<file path="config.mk">
export PLATFORM = sky130hd
export DESIGN_NAME = tm_cfg_mem_arb
export DESIGN_NICKNAME = d
export VERILOG_FILES = /design/src/rtl/tm_cfg_mem_arb.sv
export SDC_FILE = /design/constraint.sdc
export NUM_CORES = 1
export LEC_CHECK = 0
export CAP_MARGIN = 0
export CELL_PAD_IN_SITES_DETAIL_PLACEMENT = 0
export CELL_PAD_IN_SITES_GLOBAL_PLACEMENT = 1
export CORE_AREA = 2 2 120 122
export CTS_BUF_LIST = sky130_fd_sc_hd__clkbuf_16
export DETAILED_ROUTE_END_ITERATION = 6
export DIE_AREA = 0 0 122 124
export HOLD_SLACK_MARGIN = 0.03
export PLACE_DENSITY_LB_ADDON = 0.08
export SYNTH_ARGS = -nofsm -noshare
export SYNTH_HDL_FRONTEND = slang
export SYNTH_SLANG_ARGS = --single-unit
</file>
<file path="constraint.sdc">
create_clock -name clk -period 1.9 [get_ports clk]
set_input_delay 0.285 -clock clk [delete_from_list [all_inputs] [get_ports clk]]
set_output_delay 0.285 -clock clk [all_outputs]
set_load 0.005 [all_outputs]
</file>
<file path="src/rtl/tm_cfg_mem_arb.sv">
// Shares one single-port TM config RAM between the datapath lookup port and the PIO path.
// Latency: datapath read data 1 cycle after grant; PIO write ack 1 cycle, PIO read ack 3 cycles after issue.
// Backpressure: datapath wins until a pending PIO access has waited STARVE_MAX cycles; ack holds until clk_div=1.
module tm_cfg_mem_arb #(
  parameter int ADDR_NBITS = 8,
  parameter int DATA_NBITS = 32,
  parameter int STARVE_MAX = 8
) (
  input  logic                  clk,
  input  logic                  rst_n,
  input  logic                  clk_div,
  input  logic                  reg_ms,
  input  logic                  reg_wr,
  input  logic                  reg_rd,
  input  logic [DATA_NBITS-1:0] reg_addr,
  input  logic [DATA_NBITS-1:0] reg_din,
  output logic                  mem_ack,
  output logic [DATA_NBITS-1:0] mem_rdata,
  input  logic                  dp_req,
  input  logic [ADDR_NBITS-1:0] dp_addr,
  output logic                  dp_gnt,
  output logic                  dp_rvalid,
  output logic [DATA_NBITS-1:0] dp_rdata,
  output logic                  ram_rd,
  output logic                  ram_wr,
  output logic [ADDR_NBITS-1:0] ram_addr,
  output logic [DATA_NBITS-1:0] ram_wdata,
  input  logic [DATA_NBITS-1:0] ram_rdata
);

  localparam int CNT_NBITS = $clog2(STARVE_MAX + 1);
  localparam logic [CNT_NBITS-1:0] STARVE_LIM = CNT_NBITS'(STARVE_MAX);

  typedef enum logic [1:0] {IDLE, PIO_RD, PIO_CAP, PIO_ACK} state_t;

  state_t                 state_q, state_d;
  logic                   pio_pend_q, pio_pend_d;
  logic                   pio_wr_q, pio_wr_d;
  logic [ADDR_NBITS-1:0]  pio_addr_q, pio_addr_d;
  logic [DATA_NBITS-1:0]  pio_data_q, pio_data_d;
  logic [CNT_NBITS-1:0]   starve_cnt_q, starve_cnt_d;
  logic [DATA_NBITS-1:0]  mem_rdata_q, mem_rdata_d;
  logic                   dp_rvalid_q, dp_rvalid_d;
  logic                   force_pio;
  logic                   pio_take;

  // Only the low address bits select a RAM word; the rest of the PIO address is decoded upstream.
  logic unused_addr_hi;
  assign unused_addr_hi = ^reg_addr[DATA_NBITS-1:ADDR_NBITS];

  assign force_pio = (starve_cnt_q == STARVE_LIM);
  assign pio_take  = reg_ms & (reg_wr | reg_rd) & ~pio_pend_q;

  // PIO capture, arbitration, RAM port drive and FSM next state.
  always_comb begin
    state_d      = state_q;
    pio_pend_d   = pio_pend_q;
    pio_wr_d     = pio_wr_q;
    pio_addr_d   = pio_addr_q;
    pio_data_d   = pio_data_q;
    starve_cnt_d = starve_cnt_q;
    mem_rdata_d  = mem_rdata_q;
    dp_gnt       = 1'b0;
    ram_rd       = 1'b0;
    ram_wr       = 1'b0;
    ram_addr     = '0;
    ram_wdata    = '0;

    // One PIO access at a time; pulses arriving while one is pending are dropped.
    if (pio_take) begin
      pio_pend_d = 1'b1;
      pio_addr_d = reg_addr[ADDR_NBITS-1:0];
      pio_data_d = reg_din;
      pio_wr_d   = reg_wr;
    end

    case (state_q)
      IDLE: begin
        if (dp_req && !force_pio) begin
          dp_gnt   = 1'b1;
          ram_rd   = 1'b1;
          ram_addr = dp_addr;
          // force_pio is false here, so the counter cannot pass its limit.
          if (pio_pend_q) begin
            starve_cnt_d = starve_cnt_q + CNT_NBITS'(1);
          end
        end else if (pio_pend_q) begin
          starve_cnt_d = '0;
          ram_addr     = pio_addr_q;
          if (pio_wr_q) begin
            ram_wr    = 1'b1;
            ram_wdata = pio_data_q;
            state_d   = PIO_ACK;
          end else begin
            ram_rd  = 1'b1;
            state_d = PIO_RD;
          end
        end
      end
      PIO_RD: begin
        state_d = PIO_CAP;
      end
      PIO_CAP: begin
        // RAM output still holds the PIO word: nothing was read in PIO_RD.
        mem_rdata_d = ram_rdata;
        state_d     = PIO_ACK;
      end
      PIO_ACK: begin
        // RAM is idle while the ack waits for tm_pio, so the datapath may use it.
        if (dp_req) begin
          dp_gnt   = 1'b1;
          ram_rd   = 1'b1;
          ram_addr = dp_addr;
        end
        if (clk_div) begin
          state_d    = IDLE;
          pio_pend_d = 1'b0;
        end
      end
      default: begin
        state_d = IDLE;
      end
    endcase
  end

  assign dp_rvalid_d = dp_gnt;

  // State and capture registers; reset drops any pending or in-flight access.
  always_ff @(posedge clk or negedge rst_n) begin
    if (!rst_n) begin
      state_q      <= IDLE;
      pio_pend_q   <= 1'b0;
      pio_wr_q     <= 1'b0;
      pio_addr_q   <= '0;
      pio_data_q   <= '0;
      starve_cnt_q <= '0;
      mem_rdata_q  <= '0;
      dp_rvalid_q  <= 1'b0;
    end else begin
      state_q      <= state_d;
      pio_pend_q   <= pio_pend_d;
      pio_wr_q     <= pio_wr_d;
      pio_addr_q   <= pio_addr_d;
      pio_data_q   <= pio_data_d;
      starve_cnt_q <= starve_cnt_d;
      mem_rdata_q  <= mem_rdata_d;
      dp_rvalid_q  <= dp_rvalid_d;
    end
  end

  assign mem_ack   = (state_q == PIO_ACK);
  assign mem_rdata = mem_rdata_q;
  assign dp_rvalid = dp_rvalid_q;
  // RAM output is already registered; gate it so dp_rdata is quiet outside valid cycles.
  assign dp_rdata  = dp_rvalid_q ? ram_rdata : '0;

endmodule

</file>
==> reports/results.ini <==
[pwr]
leakagePower_nw = 3.04
powerDensity_nw_per_um2 = 1480
irDropWorstVdd_mv = 0.533

[layout]
final_cell_mix = 150 x clkdlybuf4s50_1, 81 x dfrtp_1, 49 x buf_6
layout_commonest_cell = clkdlybuf4s50_1
antennaDiodeCount = 0
syn_to_final_growth_pct = 80.9
drive_gt1_share_pct = 42.7
nets = 654
fill_cells = 1224

[detailed_routing]
wl_per_cell_um = 16.3
drt_wl_total_um = 11800
ant_nets = 0
via_per_inst = 4.38
drtPass1Iterations = 4
drc = 0
num_vias = 3165
drtIter0Drc = 62

[timing]
setup_slack_ns = -0.350
finalSetupViolations = 43
worstMarginPinSlew_ns = 0.441
timing.final.crit_share_pct = 118
fin_tns_setup_ns = -12.50
min_period_ns = 2.25
hold_slack_ns = 0.421
hold_viol = 0
drv_slew = 0
rsz0062_at_grt = yes
timing.fmax_ghz = 0.444
fin_skew_ns = 0.00637
max_slew_margin_pct = 70.6

[logic_synthesis]
synth_warnings = 0
postSynthCellCount = 303
syn_area_um2 = 3920
synth_nets = 419
ys_ff_latch = 81
ys_seq_area_share_pct = 51.7
synth.avg_cell_area_um2 = 12.9
yosysTopAreaCell = dfrtp_1
synth_top_area_share_pct = 51.7
synth.distinct_cells = 29
synth.area.top_cells = dfrtp_1 52%, mux2_4 12%, mux2_2 12%

[worst_setup_path]
required_ns = 1.62
endpoint_kind = output port
ff2ff_path_depth = 7
worst_ep_arrival_time_ns = 1.97
regToRegStartpoint = state_q[0]$_DFFE_PN0P_
start_kind = flip-flop
critPathMaxFanout = 6
r2r_slack_ns = 0.31
timing.rr.end = state_q[1]$_DFFE_PN0P_
path_class = reg -> out

[place]
portBuffers = 195
place.gp.congestion = 0.720
dp_hpwl_um = 7680

[clock_network]
cts_inserted_buffers = 9
h-tree-depth = 3
cts_num_sinks = 81
clkLatencyLatePin_ns = 0.34
cts_tree = yes
cts.path.max_buffers = 2
root_buffer = clkbuf_16
clk_pin_slew_ns = 0.06

[status]
status = complete, but fails checks
violations = negative setup slack

[global_route]
grt_pass1_wl_um = 18100
overflow = 0
antenna_found_initial = 0
grt_pass1_vias = 3382
grt_max_degree = 35
grt_usage_pct = 15.8

[floorplan]
die-area_um2 = 15100
io_pins = 220
core.rowCount = 43
die_x_um = 122
die_h_um = 124
core_um2 = 13700
initial_core_util_pct = 28.6

[flow_run]
drv_cap = 0

[min_path]
hold_class = in -> async

==> registers in the layout, indices dropped and copies added, names as in the netlist <==
signal        cells
dp_rvalid         1
starve_cnt_q      4
pio_wr_q          1
pio_data_q       32
mem_rdata        32
state_q           2
pio_addr_q        8
pio_pend_q        1
==> through the flow <==
stage | cell area (um2) | setup slack (ns) | instances | utilization (%) | power, W
after detailed placement | 6170 | -0.408 | 682 | 45.0 | 0.00767
after global placement | 6170 | -0.441 | 682 | 45.0 | 0.00764
final | 7090 | -0.350 | 723 | 51.7 | 0.0105
after floorplan | 3920 | 0.173 | 303 | - | 0.00534
after CTS | 7020 | -0.405 | 721 | 51.2 | 0.0106
after global routing | 7090 | -0.460 | 723 | 51.7 | 0.0112
==> area by class of cell <==
class	instances	area (um2)	share of cell area, %
flip-flops and latches	81	2030	28.6
multi-input cells	202	2050	29.0
clock buffers	9	225	3.17
repair buffers	239	2400	33.9
clock inverters	7	141	1.99
inverters	5	18.8	0.265
well taps	180	225	3.17
==> worst max-delay path by stage <==
stage               cells after the start            end                   startpoint
CTS                                    10    ram_addr[2]  starve_cnt_q[1]$_DFFE_PN0P_
finish                                  8  ram_wdata[15]  starve_cnt_q[0]$_DFFE_PN0P_
detailed placement                      7    ram_addr[2]  starve_cnt_q[0]$_DFFE_PN0P_
floorplan                               8    ram_addr[0]  starve_cnt_q[0]$_DFFE_PN0P_
global placement                        6  ram_wdata[23]  starve_cnt_q[0]$_DFFE_PN0P_
global route                            9    ram_addr[6]  starve_cnt_q[0]$_DFFE_PN0P_
==> synthesized netlist by cell type (all sizes together) <==
master,count
dfrtp,81
mux2,73
and2,33
and3,32
buf,13
nor2,12
a22oi,8
clkbuf,8
nand2,7
o21ai,7
ha,5
inv,5
a21oi,3
nand3,2
nor2b,2
o21a,2
o22a,2
a31oi,1
and3b,1
nand2b,1
nand4,1
nor3,1
o21ba,1
o32a,1
or2,1
==> what timing repair did <==
item	CTS	global route
setup endpoints to repair	46	53
setup buffers	16	3
pin swaps	30	11
gates resized for setup	270	13
hold buffers	1	0
hold endpoints to repair	26	0
gates cloned	6	0
==> critical path, stage by stage (launching register included) <==
cell and delay, ns:
dfrtp_1 0.34, inv_1 0.05, ha_2 0.17, and3b_2 0.27, buf_6 0.15, o21ba_4 0.23
buf_6 0.13, and3_4 0.17, buf_6 0.11
==> layer usage <==
layer  GRT usage, %  routed length, um
met1           19.4               4900
met2           26.6               5760
met3           4.67                993
met4           5.17                113
met5              0                  0
==> cell families (layout without fill, tap and decap cells) <==
kind of cell	count (synthesis)	count (layout)	share of synthesized area (%)
flops	81	81	51.7
fa+ha+maj	5	5	1.59
compound gates	25	31	4.56
simple gates	93	93	13.7
mux	73	73	24.0
buf+inv	26	260	4.50
==> power by group <==
group / leakage (nW) / internal (W) / switching (W)
logic: 1.90 / 0.00340 / 0.00188
clock network: 0.178 / 0.00142 / 0.000714
registers: 0.961 / 0.00261 / 0.000500
Power figures use the tool's default switching activity.
